==> config.mk <==
export PLATFORM = sky130hd
export DESIGN_NAME = tt_window_scheduler
export DESIGN_NICKNAME = d
export VERILOG_FILES = /design/src/rtl/fpq_sched_pkg.sv /design/src/rtl/cyclic_slot_counter.sv /design/src/rtl/tt_window_scheduler.sv
export SDC_FILE = /design/constraint.sdc
export NUM_CORES = 1
export LEC_CHECK = 0
export ABC_AREA = 1
export CAP_MARGIN = 15
export CORE_MARGIN = 5
export CORE_UTILIZATION = 50
export CTS_BUF_LIST = sky130_fd_sc_hd__clkbuf_8
export DETAILED_ROUTE_END_ITERATION = 6
export PLACE_DENSITY = 0.74
export SYNTH_ARGS = -nofsm -noshare
export SYNTH_HDL_FRONTEND = slang
export SYNTH_HIERARCHICAL = 1
export SYNTH_SLANG_ARGS = --single-unit
export TNS_END_PERCENT = 100
==> constraint.sdc <==
create_clock -name clk -period 6.6 [get_ports clk]
set_input_delay 1.32 -clock clk [delete_from_list [all_inputs] [get_ports clk]]
set_output_delay 1.32 -clock clk [all_outputs]
set_load 0.02 [all_outputs]
==> src/rtl/fpq_sched_pkg.sv <==
// Shared definitions for the FPQ output-link scheduler: phase encoding,
// default widths and traffic-class priority codes.
package fpq_sched_pkg;

    localparam int unsigned DEF_CNT_W = 12;
    localparam int unsigned DEF_LEN_W = 8;

    typedef enum logic {
        PH_OPEN = 1'b0,
        PH_WIN  = 1'b1
    } phase_e;

    typedef enum logic [1:0] {
        P_PCF = 2'd0,
        P_TT  = 2'd1,
        P_RC  = 2'd2,
        P_BE  = 2'd3
    } prio_e;

endpackage

==> src/rtl/cyclic_slot_counter.sv <==
// Cyclic slot counter: holds slot 0 until the run flag is up, then counts
// 0..CYCLE_LEN-1 and wraps, flagging the first slot of each period.
module cyclic_slot_counter #(
    parameter int unsigned CNT_W     = 12,
    parameter int unsigned CYCLE_LEN = 1000
) (
    input  logic             clk,
    input  logic             rst_n,
    output logic             run_o,
    output logic [CNT_W-1:0] slot_o,
    output logic [CNT_W-1:0] slot_nxt_o,
    output logic             cycle_start_o
);

    localparam logic [CNT_W-1:0] LAST_SLOT = CNT_W'(CYCLE_LEN - 1);
    localparam logic [CNT_W-1:0] ZERO_SLOT = {CNT_W{1'b0}};

    logic             run_q;
    logic [CNT_W-1:0] slot_q;
    logic [CNT_W-1:0] slot_d;

    // next slot: frozen until running, wraps at the end of the period
    always_comb begin
        slot_d = slot_q;
        if (!run_q) begin
            slot_d = slot_q;
        end else if (slot_q == LAST_SLOT) begin
            slot_d = ZERO_SLOT;
        end else begin
            slot_d = slot_q + CNT_W'(1);
        end
    end

    // run flag and slot register
    always_ff @(posedge clk or negedge rst_n) begin
        if (!rst_n) begin
            run_q  <= 1'b0;
            slot_q <= ZERO_SLOT;
        end else begin
            run_q  <= 1'b1;
            slot_q <= slot_d;
        end
    end

    assign run_o         = run_q;
    assign slot_o        = slot_q;
    assign slot_nxt_o    = slot_d;
    assign cycle_start_o = run_q && (slot_q == ZERO_SLOT);

endmodule

==> src/rtl/tt_window_scheduler.sv <==
// Time-triggered window scheduler for the shared FPQ output link: opens a TT
// window each period and admits low-priority starts only if they end before it.
module tt_window_scheduler
    import fpq_sched_pkg::*;
#(
    parameter int unsigned CNT_W     = DEF_CNT_W,
    parameter int unsigned LEN_W     = DEF_LEN_W,
    parameter int unsigned CYCLE_LEN = 1000,
    parameter int unsigned WIN_START = 600,
    parameter int unsigned WIN_LEN   = 200
) (
    input  logic             clk,
    input  logic             rst_n,
    input  logic             bool_go_H,
    input  logic [LEN_W-1:0] pkt_len_H,
    input  logic             bool_go_L,
    input  logic [LEN_W-1:0] pkt_len_L,
    output logic             ena_n_H,
    output logic             ena_n_L,
    output logic             link_busy,
    output logic [CNT_W-1:0] slot_cnt,
    output logic             cycle_start,
    output logic             err_overrun
);

    localparam int unsigned      WIN_END = (WIN_START + WIN_LEN) % CYCLE_LEN;
    localparam int unsigned      CMP_W   = (LEN_W > CNT_W + 1) ? LEN_W : CNT_W + 1;
    localparam logic [CNT_W-1:0] WS_SLOT = CNT_W'(WIN_START);
    localparam logic [CNT_W-1:0] WE_SLOT = CNT_W'(WIN_END);
    localparam logic [CNT_W:0]   WS_EXT  = (CNT_W + 1)'(WIN_START);
    localparam logic [CNT_W:0]   CYC_EXT = (CNT_W + 1)'(CYCLE_LEN);
    localparam logic [LEN_W-1:0] LEN_ONE = LEN_W'(1);
    localparam logic [LEN_W-1:0] LEN_ZERO = {LEN_W{1'b0}};
    // a window that covers slot 0 must already be open when the schedule (re)starts
    localparam phase_e PH_RESET =
        (((CYCLE_LEN - WIN_START) % CYCLE_LEN) < WIN_LEN) ? PH_WIN : PH_OPEN;

    logic             run_s;
    logic [CNT_W-1:0] slot_nxt_s;
    phase_e           phase_q;
    phase_e           phase_d;
    logic             in_win_s;
    logic [CNT_W:0]   slot_ext_s;
    logic [CNT_W:0]   rem_s;
    logic             len_fits_s;
    logic [LEN_W-1:0] eff_h_s;
    logic [LEN_W-1:0] eff_l_s;
    logic [LEN_W-1:0] busy_q;
    logic [LEN_W-1:0] busy_d;
    logic             err_q;
    logic             err_d;

    cyclic_slot_counter #(
        .CNT_W     (CNT_W),
        .CYCLE_LEN (CYCLE_LEN)
    ) u_slot_cnt (
        .clk           (clk),
        .rst_n         (rst_n),
        .run_o         (run_s),
        .slot_o        (slot_cnt),
        .slot_nxt_o    (slot_nxt_s),
        .cycle_start_o (cycle_start)
    );

    // phase state register
    always_ff @(posedge clk or negedge rst_n) begin
        if (!rst_n) begin
            phase_q <= PH_RESET;
        end else begin
            phase_q <= phase_d;
        end
    end

    // phase next state, decided from the slot that is about to be current
    always_comb begin
        phase_d = phase_q;
        case (phase_q)
            PH_OPEN: begin
                if (slot_nxt_s == WS_SLOT) phase_d = PH_WIN;
                else                       phase_d = PH_OPEN;
            end
            PH_WIN: begin
                if (slot_nxt_s == WE_SLOT) phase_d = PH_OPEN;
                else                       phase_d = PH_WIN;
            end
            default: phase_d = PH_RESET;
        endcase
    end

    // phase output decode
    always_comb begin
        in_win_s = 1'b0;
        case (phase_q)
            PH_WIN:  in_win_s = 1'b1;
            PH_OPEN: in_win_s = 1'b0;
            default: in_win_s = 1'b0;
        endcase
    end

    // slots left before the next window opens, current slot included
    always_comb begin
        slot_ext_s = {1'b0, slot_cnt};
        if (slot_ext_s <= WS_EXT) begin
            rem_s = WS_EXT - slot_ext_s;
        end else begin
            rem_s = WS_EXT + CYC_EXT - slot_ext_s;
        end
    end

    assign len_fits_s = (pkt_len_L != LEN_ZERO) && (CMP_W'(pkt_len_L) <= CMP_W'(rem_s));
    assign link_busy  = (busy_q != LEN_ZERO);
    assign ena_n_H    = !(run_s && in_win_s && !link_busy);
    assign ena_n_L    = !(run_s && !in_win_s && !link_busy && len_fits_s);
    assign eff_h_s    = (pkt_len_H == LEN_ZERO) ? LEN_ONE : pkt_len_H;
    assign eff_l_s    = (pkt_len_L == LEN_ZERO) ? LEN_ONE : pkt_len_L;

    // occupancy: any go reloads the remaining-cycle count, otherwise count down
    always_comb begin
        busy_d = busy_q;
        if (bool_go_H && bool_go_L) begin
            busy_d = ((eff_h_s > eff_l_s) ? eff_h_s : eff_l_s) - LEN_ONE;
        end else if (bool_go_H) begin
            busy_d = eff_h_s - LEN_ONE;
        end else if (bool_go_L) begin
            busy_d = eff_l_s - LEN_ONE;
        end else if (busy_q != LEN_ZERO) begin
            busy_d = busy_q - LEN_ONE;
        end else begin
            busy_d = busy_q;
        end
    end

    // sticky protocol-violation flag
    always_comb begin
        err_d = err_q;
        if ((bool_go_H && ena_n_H) || (bool_go_L && ena_n_L) || (bool_go_H && bool_go_L)) begin
            err_d = 1'b1;
        end else begin
            err_d = err_q;
        end
    end

    // occupancy and violation registers
    always_ff @(posedge clk or negedge rst_n) begin
        if (!rst_n) begin
            busy_q <= LEN_ZERO;
            err_q  <= 1'b0;
        end else begin
            busy_q <= busy_d;
            err_q  <= err_d;
        end
    end

    assign err_overrun = err_q;

endmodule

* Word level (Yosys, flattened, before mapping) *
Cells that the tools add are included.

storage, ports and cells
  flip-flop bits (word level) = 23
  latch bits = 0
  RAM bits = 0
  memory bits (read-only) = 0
  output and inout bits = 17
  memories kept = 0

cells by class
  add/subtract/negate cells = 7
  multiply operators = 0
  div/mod/pow operators = 0
  $lt $le $gt $ge = 3
  eq/ne operators = 3
  shift operators = 0
  multiplexer cells = 14
  bitwise gates (word level) = 1
  reduce and logical (&&, ||, !) cells = 22

operators with widths
  operator                                                                  count
  8-bit two-way mux                                                         7
  12-bit by 10-bit equality test with 1-bit output (second input constant)  3
  8-bit by 1-bit subtractor with 8-bit output (second input constant)       4
  12-bit two-way mux                                                        2
  8-bit zero test                                                           2
  8-bit nonzero test                                                        2
  8-bit by 13-bit <= comparator with 1-bit output                           1
  13-bit two-way mux                                                        1
  10-bit by 12-bit subtractor with 13-bit output (first input constant)     1
  11-bit by 12-bit subtractor with 13-bit output (first input constant)     1
  12-bit by 1-bit adder with 12-bit output (second input constant)          1
  12-bit by 10-bit <= comparator with 1-bit output (second input constant)  1
  12-bit zero test                                                          1
  1-bit logical AND                                                         10
  8-bit greater-than comparator                                             1
  1-bit zero test                                                           4
  1-bit case mux with 2 select lines                                        2
  4-bit nonzero test                                                        1
  1-bit logical OR                                                          2
  1-bit two-way mux                                                         2
  1-bit NOT                                                                 1

* Depth between registers and ports, before layout *
  depth after elaboration = 10
  depth in mapped cells = 25
  gate-level depth less buffers = 24

* Cells and area by module *
The synthesis kept the hierarchy.

by module, submodules not included
  module               times used  cells each  area each (um^2)
  tt_window_scheduler  1           307         1,895.6
  cyclic_slot_counter  1           94          742.0

* Least setup slack after synthesis *
OpenSTA, ideal clock, no wires.

  path kind = register -> output
  start point = reg u_slot_cnt.slot_q[0], in the netlist u_slot_cnt/slot_o[0]
  end point = out ena_n_L
  arrival time = 2,712 ps
  slack = 2,568 ps
  cell stages (with the launch flop) = 20
  path buffers = 0
  cell sequence = dfrtp_1 -> inv_1 -> ha_1 -> inv_1 -> nor2_4 -> o31ai_4 -> nand2_4 -> o21ai_0 -> xnor2_1 -> ha_1 -> a21oi_1 -> o21ai_0 -> o21bai_1 -> nand2_1 -> nand2_1 -> nand2_1 -> nand3_1 -> nor2_1 -> nand2_1 -> nand3_1

between the ends
  word-level cells in the longest chain between the ends = 6
  elaborated cells on any way between the ends = 8
  classes of those cells = 2 x add/sub; 2 x order compare; 1 x mux; 3 x reduce/logical

RTL lines
  item                                                                          RTL line                    RTL
  from (decl)                                                                   cyclic_slot_counter.sv:19   logic [CNT_W-1:0] slot_q;
  from (signal assigned)                                                        cyclic_slot_counter.sv:41   slot_q <= slot_d;
  11-bit by 12-bit subtractor with 13-bit output, or another cell as far along  tt_window_scheduler.sv:106  rem_s = WS_EXT + CYC_EXT - slot_ext_s;
  13-bit two-way mux (*)                                                        tt_window_scheduler.sv:103  if (slot_ext_s <= WS_EXT) begin
  8-bit by 13-bit <= comparator with 1-bit output (*)                           tt_window_scheduler.sv:110  assign len_fits_s = (pkt_len_L != LEN_ZERO) && (CMP_W'(pkt_len_L) <= CMP_W'(rem_s));
  1-bit logical AND (*)                                                         tt_window_scheduler.sv:110
  1-bit logical AND (*)                                                         tt_window_scheduler.sv:113  assign ena_n_L = !(run_s && !in_win_s && !link_busy && len_fits_s);
  1-bit zero test (*)                                                           tt_window_scheduler.sv:113
  to (decl)                                                                     tt_window_scheduler.sv:19   output logic ena_n_L,

Every way passes the cells marked *; elsewhere a longest branch is shown, timed or not.

* Worst setup path in the final report *
Same ends and word-level chain as after synthesis.

==> implementation parameters <==
Parameter                              Value

Global route
  Vias in the first global route    2479
  Total routing usage reported by global routing    0.2066
  Maximum number of pins on one net before global-route repair    24
  Number of antenna violations at the first check in global routing    0
  Grt ovf    0
  First-pass GRT wire length    11140 um

Yosys
  Yosys Warn Count    6
  Post-synth EDFFs    0
  Total nets after synthesis    441
  Number of cells produced by synthesis    401
  Count of unique library cells instantiated by Yosys    44
  Sequential fraction of the synthesis area    0.2182
  Post-synthesis async set-or-reset flop share    1.000
  Average footprint of a synthesized cell    6.577 um^2
  Top_reg_cell synth    dfrtp_1
  Cell area after synthesis    2638 um^2
  Synth Register Bits    23

Clocking
  Post-CTS Hold Fix Bufs    0
  Insertion delay of the later-clocked pin in the worst-skew pair    0.26 ns
  Number of gates resized after CTS    0
  Buffers from clock root to sink, at most    2
  H-tree depth    1
  Post-CTS Repair Setup Buffers    0
  Root Buffer Master    clkbuf_8
  Clock tree from TritonCTS    built
  Number of clock sinks    23
  Clock transition at the registers of the reported paths    0.08 ns
  Total CTS buffers    3

STA
  Final hold violations    0
  RSZ-0062 raised after global routing    false
  Worst max-slew margin expressed relative to the limit    0.6086
  Setup slack after layout    1.536 ns
  Worst hold slack across all endpoints    0.4942 ns
  Final setup viols    0
  Peak clock frequency supported by timing    0.1975 GHz
  Max-slew violation count    0
  Fin crit share    0.7673
  Transition at the pin with the smallest max-transition slack    0.5817 ns
  Final total negative setup slack    0 ns
  Final Critical Period    5.064 ns
  Worst Skew    0.002631 ns

Floorplan
  Std-Cell Core Area    5107 um^2
  Rows    26
  Initial core utilization    0.5164
  Die area    6828 um^2
  Overall die height    82.63 um
  Top-Level Pins    37
  DIE WIDTH    82.63 um

Worst setup path
  Worst stage delay on the critical path    0.62 ns
  Reg-to-reg critical path endpoint    err_overrun
  Critical path type    reg2out
  Worst EP arrival    3.74 ns
  Slowest stage cell on the critical path    clkdlybuf4s50_1
  Origin of the worst setup path    u_slot_cnt/slot_o[0]
  Reg-to-reg startpoint    u_slot_cnt/slot_o[0]
  Worst Setup Start Kind    flip-flop
  WP buf/inv    3
  Critical path cell sequence    inv_1, ha_1, inv_1, nor2_4, o31ai_4, nand2_4, o21ai_0, xnor2_1, ha_1, nand2_1, o21ai_0, o21bai_1, nand2_1, nand2_1, nand2_1, nand3_1, nor2_1, nand2_1, nand3_1, clkdlybuf4s50_1
  Crit-path most repeated cell    nand2_1
  Type of element capturing the critical path    output port
  Critical Path RT    5.28 ns
  Reg2Reg Setup Slack    3.55 ns
  Highest fanout seen on the critical path    10
  Worst Reg-to-Reg Cells    21
  Category of cells accounting for the largest share of critical-path delay    buffers and inverters

Routing
  Total iterations of the first detailed-routing run    4
  Drt via density    5.197
  Average detailed-routed wire length per instance    13.38 um
  Detailed-route via count    2609
  Routed wire length    6718 um
  Initial DRC count    231
  Residual DRC count    0
  Post-detailed-route count of antenna-violating nets    0

Power and ir drop
  Proportion of power drawn by the clock network    0.132
  Worst IR drop on VDD    0.2208 mV
  Net Switching    288.4 uW
  Switching power share of the total    0.4564
  Total design power    632.0 uW
  Pwr per Cell Area    203.2 nW/um^2
  Sequential fraction of design power    0.337
  Static leakage power    0.001492 uW
  Internal power component    343.5 uW
  Combinational power share    0.530

Cells and area
  Final net count    473
  Antenna fix cells    0
  Filler-free cell count of the finished design    502
  Area of all sequential standard cells    575.6 um^2
  Footprint of the multi-input gates    1759 um^2
  Ratio of cells with drive above 1 in the final layout    0.1227
  Layout filler cell count    501
  Area added between synthesis and finish    17.93%

Run status
  Outcome    complete, no violations

Placement
  Cell count after placement    497
  Setup slack at placement    1.770 ns
  Placer's final routability congestion estimate    0.9114
  Sum of net half-perimeters after detailed placement    5428 um
  Port bufs    36

Job
  Max-Cap Viols    0

Worst hold path
  Hold-critical path endpoint    err_overrun
  WHS Path Cells    2
  Class of the most critical hold timing path    reg2reg
  Min-delay src    err_overrun
-- worst max-delay path by stage --
| stage | to | cells after the start |
|---|---|---|
| after global placement | ena_n_L | 13 |
| after floorplan | ena_n_L | 19 |
| after CTS | ena_n_L | 20 |
| final | ena_n_L | 20 |
| after global routing | ena_n_L | 21 |
| after detailed placement | ena_n_L | 13 |
-- synthesized netlist by cell type, types with 3 or more instances --
cell,number,area share
a211oi_1,3,0.0085
nor3_1,8,0.015
nor2_4,7,0.030
inv_1,58,0.083
nand2_2,12,0.028
nor2_2,5,0.012
clkbuf_1,7,0.010
nor4_1,4,0.0095
o21ai_0,13,0.025
dfrtp_1,23,0.22
inv_2,9,0.013
nand2_1,86,0.12
a21oi_1,21,0.040
xnor2_1,3,0.010
nand4_1,7,0.017
xor2_1,9,0.030
ha_1,20,0.095
o21ai_1,3,0.0057
nor2_1,40,0.057
nand3_1,29,0.055
nand3_2,5,0.019
-- worst reg2reg max path, delay by kind of cell, from the launching register on --
kind | cells | cell delay, ns
AO/OA/AOI/OAI | 5 | 0.89
XOR/XNOR | 1 | 0.16
adder cells (fa/ha/maj) | 2 | 0.49
buffers and inverters | 2 | 0.21
flip-flops | 1 | 0.46
AND/OR/NAND/NOR | 11 | 0.74
-- cell families (layout without fill, tap and decap cells) --
family,after synthesis,after routing,share of synthesized area
AO/OA/AOI/OAI,56,56,0.1338
XOR/XNOR,12,12,0.03985
adder cells (fa/ha/maj),20,20,0.09488
buffers and inverters,78,109,0.1148
flip-flops,23,23,0.2182
other,1,1,0.001422
AND/OR/NAND/NOR,211,211,0.3971
-- power groups by stage --
stage | sequential [uW] | clock [uW] | combinational, uW
floorplan | 214 | 0 | 227
global placement | 215 | 0 | 321
detailed placement | 215 | 0 | 332
CTS | 212 | 87.1 | 333
global route | 217 | 91.9 | 374
finish | 213 | 83.7 | 335
-- registers in the layout (all words and copies together), names as in the netlist --
| name | cells |
|---|---|
| u_slot_cnt/run_o | 1 |
| err_overrun | 1 |
| busy_q | 8 |
| u_slot_cnt/slot_o | 12 |
| phase_q | 1 |
-- layout by cell type (no fill, tap or decap), types with 12 or more instances in the layout --
cell,n
nand3_1,29
nand2_1,86
clkdlybuf4s50_1,36
inv_1,59
ha_1,20
dfrtp_1,23
nand2_2,12
o21ai_0,13
a21oi_1,21
nor2_1,40
-- per-layer routing --
metal  share of wire  GRT usage  up-vias
li1                -          -     1361
met1            0.51     0.2964     1198
met2            0.45     0.3438       48
met3           0.033    0.01844        2
met4          0.0037    0.02941        0
met5               0          0        -
-- final cells by class --
class / count / share of cell area
Clock buffer: 3 / 0.01327
Clock inverter: 1 / 0.001207
Inverter: 68 / 0.08206
Multi-Input combinational cell: 300 / 0.5656
Sequential cell: 23 / 0.1850
Tap cell: 70 / 0.02816
Timing Repair Buffer: 37 / 0.1247
-- through the flow --
step / cell area, um^2 / utilization
global placement: 3038 / 0.5948
floorplan: 2638 / -
CTS: 3083 / 0.6036
detailed placement: 3038 / 0.5948
global route: 3110 / 0.6090
finish: 3110 / 0.6090
Note: power is estimated with default switching activity, not from simulation.
